`config.mk`:
```
export PLATFORM = sky130hd
export DESIGN_NAME = matmul_engine
export DESIGN_NICKNAME = d
export VERILOG_FILES = /design/src/rtl/matmul_pkg.sv /design/src/rtl/matmul_engine_sp_ram.sv /design/src/rtl/matmul_engine.sv
export SDC_FILE = /design/constraint.sdc
export NUM_CORES = 1
export LEC_CHECK = 0
export BUFFER_PORTS_ARGS = -buffer_cell sky130_fd_sc_hd__clkbuf_2
export CAP_MARGIN = 20
export CORE_MARGIN = 8
export CORE_UTILIZATION = 40
export CTS_BUF_LIST = sky130_fd_sc_hd__clkbuf_8
export CTS_CLUSTER_SIZE = 25
export DETAILED_ROUTE_END_ITERATION = 10
export PLACE_DENSITY = 0.61
export SYNTH_ARGS = -nofsm -noshare
export SYNTH_HDL_FRONTEND = slang
export SYNTH_SLANG_ARGS = --single-unit
```
`constraint.sdc`:
```
create_clock -name clk -period 6.8 [get_ports clk]
set_clock_uncertainty 0.2 [all_clocks]
set_input_delay 0.34 -clock clk [delete_from_list [all_inputs] [get_ports clk]]
set_output_delay 0.34 -clock clk [all_outputs]
set_load 0.1 [all_outputs]
```
`src/rtl/matmul_pkg.sv`:
```
// Shared types and constant helpers for the matrix-multiply engine.
package matmul_pkg;

    typedef enum logic [2:0] {
        S_IDLE  = 3'd0,
        S_FILL  = 3'd1,
        S_MAC   = 3'd2,
        S_WRITE = 3'd3,
        S_DONE  = 3'd4
    } state_t;

    // Width needed to hold a counter/index over x values; never below one bit.
    function automatic int cnt_width(input int x);
        if (x > 1) begin
            return $clog2(x);
        end else begin
            return 1;
        end
    endfunction

    // Accumulator width large enough that a K-term dot product cannot overflow.
    function automatic int acc_width(input int dw, input int k);
        return 2 * dw + $clog2(k) + 1;
    endfunction

    // Address width covering the largest of the three RAMs.
    function automatic int addr_width(input int m, input int k, input int n);
        int mx;
        mx = m * k;
        if (k * n > mx) begin
            mx = k * n;
        end
        if (m * n > mx) begin
            mx = m * n;
        end
        return cnt_width(mx);
    endfunction

    // Clamp a value to the range representable in dw bits (signed or unsigned).
    function automatic logic [63:0] sat_to_width(input logic signed [63:0] v,
                                                 input int dw, input bit sgn);
        logic signed [63:0] hi;
        logic signed [63:0] lo;
        logic signed [63:0] res;
        if (sgn) begin
            hi = (64'sd1 <<< (dw - 1)) - 64'sd1;
            lo = -(64'sd1 <<< (dw - 1));
        end else begin
            hi = (64'sd1 <<< dw) - 64'sd1;
            lo = 64'sd0;
        end
        if (v > hi) begin
            res = hi;
        end else if (v < lo) begin
            res = lo;
        end else begin
            res = v;
        end
        return res;
    endfunction

endpackage

```
`src/rtl/matmul_engine_sp_ram.sv`:
```
// Single-port RAM with synchronous 1-cycle read; contents are never reset.
// Addresses beyond DEPTH read as zero and never write.
module sp_ram #(
    parameter int WIDTH = 8,
    parameter int DEPTH = 16,
    parameter int AW    = 4
) (
    input  logic             clk,
    input  logic             we,
    input  logic [AW-1:0]    addr,
    input  logic [WIDTH-1:0] wdata,
    output logic [WIDTH-1:0] rdata
);

    localparam int IW = (DEPTH > 1) ? $clog2(DEPTH) : 1;

    logic [WIDTH-1:0] mem [DEPTH];
    logic [IW-1:0]    idx;
    logic             in_range;

    // Decode the storage index and whether the address lands inside the array.
    always_comb begin
        idx      = addr[IW-1:0];
        in_range = (int'(addr) < DEPTH);
    end

    // Write port.
    always_ff @(posedge clk) begin
        if (we && in_range) begin
            mem[idx] <= wdata;
        end
    end

    // Registered read port.
    always_ff @(posedge clk) begin
        if (in_range) begin
            rdata <= mem[idx];
        end else begin
            rdata <= '0;
        end
    end

endmodule

```
`src/rtl/matmul_engine.sv`:
```
// Self-sequencing C = A x B engine: owns operand/result RAMs, address
// generation, the MAC loop and a scaled, saturated readout path.
module matmul_engine
    import matmul_pkg::*;
#(
    parameter int DATA_WIDTH = 8,
    parameter int M          = 4,
    parameter int K          = 4,
    parameter int N          = 4,
    parameter bit SIGNED     = 1'b0,
    parameter int ACC_WIDTH  = acc_width(DATA_WIDTH, K),
    parameter int AW         = addr_width(M, K, N)
) (
    input  logic                         clk,
    input  logic                         rst,
    input  logic                         start,
    output logic                         busy,
    output logic                         done,
    input  logic                         wr_en,
    input  logic                         wr_sel,
    input  logic [AW-1:0]                wr_addr,
    input  logic [DATA_WIDTH-1:0]        wr_data,
    input  logic                         rd_en,
    input  logic [AW-1:0]                rd_addr,
    input  logic [$clog2(ACC_WIDTH)-1:0] out_shift,
    output logic                         rd_valid,
    output logic [ACC_WIDTH-1:0]         rd_data,
    output logic [DATA_WIDTH-1:0]        rd_data_sc
);

    localparam int IW = cnt_width(M);
    localparam int JW = cnt_width(N);
    localparam int KW = cnt_width(K);
    // Wide enough to hold the exact product in both signed and unsigned modes.
    localparam int PW = 2 * DATA_WIDTH + 2;

    state_t state, state_nx;
    logic [IW-1:0]        i_r;
    logic [JW-1:0]        j_r;
    logic [KW-1:0]        k_r;
    logic [ACC_WIDTH-1:0] acc_r;
    logic                 busy_r, done_r, rd_valid_r, rd_oor_r;

    logic                  idle, wr_go, rd_go, last_i, last_j, last_k;
    int                    k_issue;
    logic [AW-1:0]         a_addr, b_addr, c_addr;
    logic                  a_we, b_we, c_we;
    logic [DATA_WIDTH-1:0] a_q, b_q;
    logic [ACC_WIDTH-1:0]  c_q;

    logic signed [PW-1:0]           a_x, b_x, prod;
    logic signed [ACC_WIDTH+PW-1:0] prod_wide;
    logic [ACC_WIDTH-1:0]           prod_ext;

    logic signed [ACC_WIDTH:0] rd_x, rd_shifted;
    logic signed [63:0]        sh64;
    logic [63:0]               sat64;

    // Host access is only honoured while idle.
    always_comb begin
        idle   = (state == S_IDLE);
        wr_go  = idle && wr_en;
        rd_go  = idle && rd_en;
        last_i = (int'(i_r) == M - 1);
        last_j = (int'(j_r) == N - 1);
        last_k = (int'(k_r) == K - 1);
    end

    // Next-state logic of the sequencing FSM.
    always_comb begin
        state_nx = state;
        case (state)
            S_IDLE: begin
                if (start) begin
                    state_nx = S_FILL;
                end else begin
                    state_nx = S_IDLE;
                end
            end
            S_FILL:  state_nx = S_MAC;
            S_MAC: begin
                if (last_k) begin
                    state_nx = S_WRITE;
                end else begin
                    state_nx = S_MAC;
                end
            end
            S_WRITE: begin
                if (last_i && last_j) begin
                    state_nx = S_DONE;
                end else begin
                    state_nx = S_FILL;
                end
            end
            S_DONE:  state_nx = S_IDLE;
            default: state_nx = S_IDLE;
        endcase
    end

    // RAM addressing: host ports while idle, otherwise the k index being
    // prefetched (0 in FILL, k+1 during MAC) one cycle ahead of its use.
    always_comb begin
        if ((state == S_MAC) && !last_k) begin
            k_issue = int'(k_r) + 1;
        end else begin
            k_issue = 0;
        end
        if (idle) begin
            a_addr = wr_addr;
            b_addr = wr_addr;
            c_addr = rd_addr;
        end else begin
            a_addr = AW'(int'(i_r) * K + k_issue);
            b_addr = AW'(k_issue * N + int'(j_r));
            c_addr = AW'(int'(i_r) * N + int'(j_r));
        end
        a_we = wr_go && !wr_sel && (int'(wr_addr) < M * K);
        b_we = wr_go &&  wr_sel && (int'(wr_addr) < K * N);
        c_we = (state == S_WRITE);
    end

    // Exact product, extended per signedness, then widened to the accumulator.
    always_comb begin
        a_x       = {{(PW - DATA_WIDTH){SIGNED && a_q[DATA_WIDTH-1]}}, a_q};
        b_x       = {{(PW - DATA_WIDTH){SIGNED && b_q[DATA_WIDTH-1]}}, b_q};
        prod      = a_x * b_x;
        prod_wide = prod;
        prod_ext  = prod_wide[ACC_WIDTH-1:0];
    end

    // FSM state, status flags and read handshake registers.
    always_ff @(posedge clk) begin
        if (rst) begin
            state      <= S_IDLE;
            busy_r     <= 1'b0;
            done_r     <= 1'b0;
            rd_valid_r <= 1'b0;
            rd_oor_r   <= 1'b0;
        end else begin
            state      <= state_nx;
            busy_r     <= (state_nx == S_FILL) || (state_nx == S_MAC) ||
                          (state_nx == S_WRITE);
            done_r     <= (state_nx == S_DONE);
            rd_valid_r <= rd_go;
            rd_oor_r   <= rd_go && (int'(rd_addr) >= M * N);
        end
    end

    // Loop counters and the accumulator.
    always_ff @(posedge clk) begin
        if (rst) begin
            i_r   <= '0;
            j_r   <= '0;
            k_r   <= '0;
            acc_r <= '0;
        end else begin
            case (state)
                S_IDLE: begin
                    if (start) begin
                        i_r <= '0;
                        j_r <= '0;
                        k_r <= '0;
                    end
                end
                S_FILL: begin
                    acc_r <= '0;
                    k_r   <= '0;
                end
                S_MAC: begin
                    acc_r <= acc_r + prod_ext;
                    if (!last_k) begin
                        k_r <= k_r + KW'(1);
                    end
                end
                S_WRITE: begin
                    if (last_j) begin
                        j_r <= '0;
                        if (last_i) begin
                            i_r <= '0;
                        end else begin
                            i_r <= i_r + IW'(1);
                        end
                    end else begin
                        j_r <= j_r + JW'(1);
                    end
                end
                default: begin
                    k_r <= '0;
                end
            endcase
        end
    end

    // Readout: the C RAM output is only exposed on a valid in-range read,
    // then shifted and saturated down to the operand width.
    always_comb begin
        if (rd_valid_r && !rd_oor_r) begin
            rd_data = c_q;
        end else begin
            rd_data = '0;
        end
        rd_x       = {SIGNED && rd_data[ACC_WIDTH-1], rd_data};
        rd_shifted = rd_x >>> out_shift;
        sh64       = rd_shifted;
        sat64      = sat_to_width(sh64, DATA_WIDTH, SIGNED);
        rd_data_sc = sat64[DATA_WIDTH-1:0];
    end

    // Drive status outputs from their registers.
    always_comb begin
        busy     = busy_r;
        done     = done_r;
        rd_valid = rd_valid_r;
    end

    sp_ram #(.WIDTH(DATA_WIDTH), .DEPTH(M * K), .AW(AW)) u_ram_a (
        .clk(clk), .we(a_we), .addr(a_addr), .wdata(wr_data), .rdata(a_q)
    );

    sp_ram #(.WIDTH(DATA_WIDTH), .DEPTH(K * N), .AW(AW)) u_ram_b (
        .clk(clk), .we(b_we), .addr(b_addr), .wdata(wr_data), .rdata(b_q)
    );

    sp_ram #(.WIDTH(ACC_WIDTH), .DEPTH(M * N), .AW(AW)) u_ram_c (
        .clk(clk), .we(c_we), .addr(c_addr), .wdata(acc_r), .rdata(c_q)
    );

endmodule

```
Yosys cells after proc, flatten, opt, wreduce, memory -nomap -nowiden:

Memory sizes are Yosys's and may differ from the RTL's. A register that Yosys moved wholly into a read port is not among the register bits.
Cells that the tools add are included.

* logic and storage cells: 79
* bits in latches: 0
* register bits after elaboration: 31
* input port bits: 27
* memories: 3
* bits in writable memories: 560
* memory bits (read-only): 0
* output and inout bits: 30

* shift operators: 1
* muxes and demuxes: 26
* reduce and logical (&&, ||, !) cells: 16
* eq/ne operators: 13
* $add $sub $neg: 8
* bitwise logic cells: 1
* divide/modulo/power cells: 0
* $mul: 1
* magnitude comparators: 2

Memories
* u_ram_c.mem: depth 16, bits a word 19, rd ports 1, clocked after memory_dff 1, wr ports 1, RTL line matmul_engine_sp_ram.sv:17 `logic [WIDTH-1:0] mem [DEPTH];`
* u_ram_a.mem: depth 16, bits a word 8, rd ports 1, clocked after memory_dff 1, wr ports 1, RTL line matmul_engine_sp_ram.sv:17
* u_ram_b.mem: depth 16, bits a word 8, rd ports 1, clocked after memory_dff 1, wr ports 1, RTL line matmul_engine_sp_ram.sv:17

Operators with widths (number)
* 19-bit case mux with 2 select lines: 1
* 20-bit by 9-bit > comparator with 1-bit output, second input constant: 1
* 20-bit by 1-bit < comparator with 1-bit output, second input constant: 1
* 20-bit by 5-bit >>> shifter with 20-bit output: 1
* 19-bit by 16-bit adder with 19-bit output: 1
* 19-bit two-way mux: 1
* 8-bit by 8-bit multiplier with 16-bit output: 1
* 8-bit two-way mux: 2
* 3-bit by 2-bit == test with 1-bit output, second input constant: 4
* 4-bit two-way mux: 3
* 3-bit case mux with 4 select lines: 1
* 2-bit two-way mux: 5
* 1-bit two-way mux: 8
* 2-bit case mux with 2 select lines: 2
* 2-bit by 1-bit adder with 2-bit output, second input constant: 3
* 2-bit by 1-bit == test with 1-bit output, second input constant: 3
* 3-bit by 1-bit == test with 1-bit output, second input constant: 2
* 1-bit logical AND: 6
* 3-bit two-way mux: 2
* 2-bit != test, second input constant: 3
* 2-bit case mux with 3 select lines: 1
* 3-bit AND reduction: 2
* 4-bit by 2-bit adder with 4-bit output: 1
* 4-bit by 3-bit adder with 4-bit output: 1
* other kinds (9): 12

Longest topological paths before layout:

* depth in word-level cells: 7
* depth in mapped cells: 18
* mapped depth without buffers: 17

Cells and area by module:

A second synthesis with hierarchy kept.

* cell total of the unflattened synthesis: 1624
* area, all modules: 27173.6 µm²

Modules (own cells, without submodules)
* sp_ram at u_ram_c: times used 1, area an instance 11868.9 µm², cells each 508
* sp_ram at u_ram_a ...: times used 2, area an instance 5067.4 µm², cells each 230
* matmul_engine: times used 1, area an instance 5170.0 µm², cells each 656

Least setup slack after synthesis:

Ideal clock, no wire load.

* path type: register to output
* start point: register rd_valid_r, in the netlist rd_valid
* end point: output rd_data_sc[4]
* data arrival time: 4.644 ns
* slack: 1.616 ns
* path buffers: 1
* required time: 6.260 ns
* stages on the path, launching flop included: 6
* cell sequence: dfxtp_1 clkbuf_1 and2_1 mux4_2 a22oi_1 o21ai_0

* word-level cells in the longest chain between the ends: 5
* elaborated cells on any way between the ends: 6
* classes of those cells: order compare: 2; shift: 1; mux: 3

RTL lines
* from (decl): RTL line matmul_engine.sv:42 `logic busy_r, done_r, rd_valid_r, rd_oor_r;`
* from (signal assigned): RTL line matmul_engine.sv:144 `rd_valid_r <= rd_go;`
* 19-bit two-way mux (*): RTL line matmul_engine.sv:197 `if (rd_valid_r && !rd_oor_r) begin`
* via rd_data[7]: RTL line matmul_engine.sv:27 `output logic [ACC_WIDTH-1:0] rd_data,`
* 20-bit by 5-bit >>> shifter with 20-bit output (*): RTL line matmul_engine.sv:203 `rd_shifted = rd_x >>> out_shift;`
* 20-bit by 1-bit < comparator with 1-bit output: RTL line matmul_pkg.sv:54 `end else if (v < lo) begin`
* 8-bit two-way mux: RTL line matmul_pkg.sv:54
* 8-bit two-way mux (*): RTL line matmul_pkg.sv:52 `if (v > hi) begin`
* to (decl): RTL line matmul_engine.sv:28 `output logic [DATA_WIDTH-1:0] rd_data_sc`

The timed path passes the listed nets; every way through them passes the cells marked *.

Worst setup path in the final report:

* start point: register acc_r[7]
* end point: register acc_r[15]

* word-level cells in the longest chain between the ends: 2

RTL lines
* from (decl): RTL line matmul_engine.sv:41 `logic [ACC_WIDTH-1:0] acc_r;`
* from (signal assigned): RTL line matmul_engine.sv:170 `acc_r <= acc_r + prod_ext;`
* 19-bit by 16-bit adder with 19-bit output: RTL line matmul_engine.sv:170
* 19-bit case mux with 2 select lines: RTL line matmul_engine.sv:157 `case (state)`

No other way between the ends.
A chain may end at the register's enable or synchronous reset.

==> flow_metrics.env <==
export IMPL_finalSetupTns_ns=0
export IMPL_critPathKind="reg2reg"
export IMPL_setup_viol=0
export IMPL_synth_top_area_share_pct=61.58
export IMPL_ys_types=64
export IMPL_avgSynthCellArea_sq_um=15.51
export IMPL_dr_pass1_iters=5
export IMPL_dp_cells=2653
export IMPL_synth_top_family_by_area="multiplexers"
export IMPL_boundaryPins=57
export IMPL_die_area_sq_mm=0.07689
export IMPL_drt_total_wl_um=60590
export IMPL_period_minus_slack_ns=5.278
export IMPL_cp_slowest_cell="dfxtp_1"
export IMPL_grt_usage_pct=15.55
export IMPL_synth_compound_area_share_pct=6.208
export IMPL_via_count=15290
export IMPL_drt_iter0_markers=1047
export IMPL_ys_seq_area_share_pct=66.42
export IMPL_max_slew_worst_pin_slew_ns=0.9925
export IMPL_syn_to_final_growth_pct=12.69
export IMPL_top_layer_used="met4"
export IMPL_clock_latency_ns=0.71
export IMPL_yosys_area_share_adder_pct=5.727
export IMPL_drive_above_1_share_pct=19.77
export IMPL_status="completed"
export IMPL_r2r_end="acc_r[15]$_SDFFE_PP0P_"
export IMPL_synth_top_cell_by_area="edfxtp_1"
export IMPL_cp_end_kind="flop"
export IMPL_grt_pass1_vias=16170
export IMPL_core_region_area_sq_mm=0.06811
export IMPL_fin_cells=2850
export IMPL_clkTransAtPathRegs_ns=0.06
export IMPL_syn_nets=1883
export IMPL_netlist_area_sq_mm=0.02731
export IMPL_fin_nets=2005
export IMPL_rsz0062_at_grt="no"
export IMPL_synth_simple_area_share_pct=7.661
export IMPL_powerDensity_mw_per_mm2=355.6
export IMPL_dieHeight_um=277.3
export IMPL_synth_area_mux_share_pct=10.82
export IMPL_antenna_found_initial=0
export IMPL_reg2reg_from="acc_r[7]$_SDFFE_PP0P_"
export IMPL_die_w_um=277.3
export IMPL_critPathLaunch="acc_r[7]$_SDFFE_PP0P_"
export IMPL_path_max_fanout=18
export IMPL_place_congestion=0.8701
export IMPL_avgViaCountPerCell=5.364
export IMPL_wl_met1_um=25420
export IMPL_synthXorXnorAreaFrac_pct=0.3849
export IMPL_place_port_buffers=56
export IMPL_post_drt_wl_per_cell_um=21.26
export IMPL_cts_setup_buffers=0
export IMPL_startpoint_type="flop"
export IMPL_finalCritPeriodShare_pct=77.61
export IMPL_hold_path_class="in2reg"
export IMPL_max_cap_violations=0
export IMPL_max_freq_mhz=189.5
export IMPL_irDropWorstVdd_v=0.0003328
export IMPL_cts_path_max_buffers=3
export IMPL_synth_seq_cells=626
export IMPL_fin_area_sq_mm=0.03077
export IMPL_drc=0
export IMPL_grt_pass1_wl_um=93380
export IMPL_critPathCapture="acc_r[15]$_SDFFE_PP0P_"
export IMPL_required_ns=7.20
export IMPL_wl_met3_um=3242
export IMPL_regToRegSetupSlack_ns=1.52
export IMPL_grt_start_max_net_pins=77
export IMPL_detail_route_antenna_nets=0
export IMPL_numCtsBuffers=98
export IMPL_slowest_delay_ns=0.65
export IMPL_cts_htree_levels=3
export IMPL_crit_chain="inv_1, fa_1, inv_1, fa_1, fa_1, inv_1, fa_1, inv_1, ha_1, a21o_1, a221oi_2, o21ai_1, a311o_1, a21oi_1, xnor2_1, a22o_1"
export IMPL_synth_edf_count=560
export IMPL_place_area_sq_mm=0.02868
export IMPL_cts_sinks=626
export IMPL_syn_inst=1761
export IMPL_start_util_pct=40.10
export IMPL_synth_warnings=0
export IMPL_ff2ff_path_depth=16
export IMPL_hold_viol=0
export IMPL_cts_resized=0
export IMPL_fillerInstances=5937
export IMPL_clock_root_buffer="clkbuf_8"
export IMPL_diodes=0
export IMPL_cp_arrival_ns=5.68
export IMPL_rows=96
export IMPL_synth_async_reset_ratio_pct=0
export IMPL_synth_ff_type="edfxtp_1"
export IMPL_slew_viol_final=0
export IMPL_layout_common_cells="560 x edfxtp_1, 206 x nand2_1, 134 x inv_1"
export IMPL_grt_overflow=0
export IMPL_dp_hpwl_um=38730
export IMPL_mostFrequentLayoutCell="edfxtp_1"
export IMPL_wl_met2_um=30390
export IMPL_p_leak_nw=11.06
export IMPL_synth_area_leaders="edfxtp_1 62%, mux4_2 10%, dfxtp_1 4.8%, fa_1 3.7%, nand2_1 2.8%"
export IMPL_cts_tree="yes"
export IMPL_maxSlewHeadroom_pct=33.74
[cells in the mapped netlist (3+ instances only)]
cell      number
buf_4          6
nand2b_1       3
a22oi_1       74
xor2_1         5
mux4_2       121
o221ai_1       7
xnor2_1        7
or3_1          9
o22ai_1        4
nand3_1       27
nor2b_1       10
a21oi_1       33
nor3_1        13
edfxtp_1     560
and3b_1        3
buf_2         25
nand2_1      206
o21ai_0       42
inv_1        103
nand3b_1       4
buf_1          7
a32oi_1        4
fa_1          50
nor2_1        89
a21o_1         7
o21a_1         4
a31oi_1       22
dfxtp_1       66
and2_1        70
a211oi_1      18
a22o_1         7
mux2_2         8
clkbuf_1      39
o211ai_1       4
ha_1          45
mux2i_1       14
and3_1         8
[area by class of cell]
class	instances	area [sq um]	share of cell area (%)
Clock buffer	104	1431	4.651
Clock inverter	81	505.5	1.643
Inverter	104	390.4	1.268
Multi-Input combinational cell	952	8522	27.69
Sequential cell	626	18140	58.94
Tap cell	882	1104	3.586
Timing Repair Buffer	101	684.4	2.224
[report_power, final]
group | switching, mW | internal [mW]
Combinational | 1.88 | 1.34
Sequential | 0.238 | 4.40
Clock | 1.47 | 1.62
Total | 3.59 | 7.35
[per-layer routing]
metal | vias up | global-route usage [%]
met5 | - | 0
met4 | 0 | 4.865
met3 | 117 | 3.126
met2 | 431 | 26.70
met1 | 7771 | 19.74
li1 | 6967 | -
[logic make-up (layout without fill, tap and decap cells)]
family | count (synthesis) | in the layout
compound gates | 247 | 247
other cells | 1 | 1
buf+inv | 183 | 390
simple gates | 454 | 454
flops | 626 | 626
xor+xnor | 12 | 12
mux | 143 | 143
fa+ha+maj | 95 | 95
[worst min-delay path by stage]
| stage | startpoint | endpoint | slack [ns] | cells past startpoint |
|---|---|---|---|---|
| global route | wr_addr[2] | u_ram_a.mem[6][7]$_DFFE_PP_ | 0.05 | 3 |
| floorplan | wr_data[0] | u_ram_a.mem[0][0]$_DFFE_PP_ | 0.24 | 0 |
| CTS | wr_addr[3] | u_ram_a.mem[11][2]$_DFFE_PP_ | 0.09 | 3 |
| finish | wr_addr[2] | u_ram_a.mem[6][7]$_DFFE_PP_ | 0.08 | 3 |
| global placement | j_r[1]$_SDFFE_PP0P_ | j_r[1]$_SDFFE_PP0P_ | 0.28 | 2 |
| detailed placement | j_r[1]$_SDFFE_PP0P_ | j_r[1]$_SDFFE_PP0P_ | 0.28 | 2 |
[worst max-delay path, delay by kind of cell (launching register included)]
kind | cells | cell delay [ns]
buf+inv | 4 | 0.31
xor+xnor | 1 | 0.08
compound gates | 6 | 1.58
fa+ha+maj | 5 | 2.39
flops | 1 | 0.65
[through the flow]
stage               worst slack (ns)  hold WS [ns]  utilization, %  power [mW]
CTS                            1.538       0.08681           45.02       11.04
floorplan                      1.616        0.2389               -       7.169
global route                   1.254       0.04644           45.19       11.67
global placement               1.583        0.2761           42.10       7.872
finish                         1.522       0.08432           45.19       10.94
detailed placement             1.520        0.2834           42.11       7.931
[sequential cells by signal, indices dropped and copies added, names as in the netlist]
signal         count
k_r                2
u_ram_c.mem      304
done               1
rd_valid           1
busy               1
u_ram_a.rdata      8
j_r                2
i_r                2
u_ram_a.mem      128
u_ram_b.rdata      8
state              3
u_ram_b.mem      128
acc_r             19
u_ram_c.rdata     19
[timing repair]
item,in CTS,in global routing
hold buffers,4,0
hold endpoints to repair,9,0
endpoints found under the setup margin,0,0
Note: power is estimated with default switching activity, not from simulation.
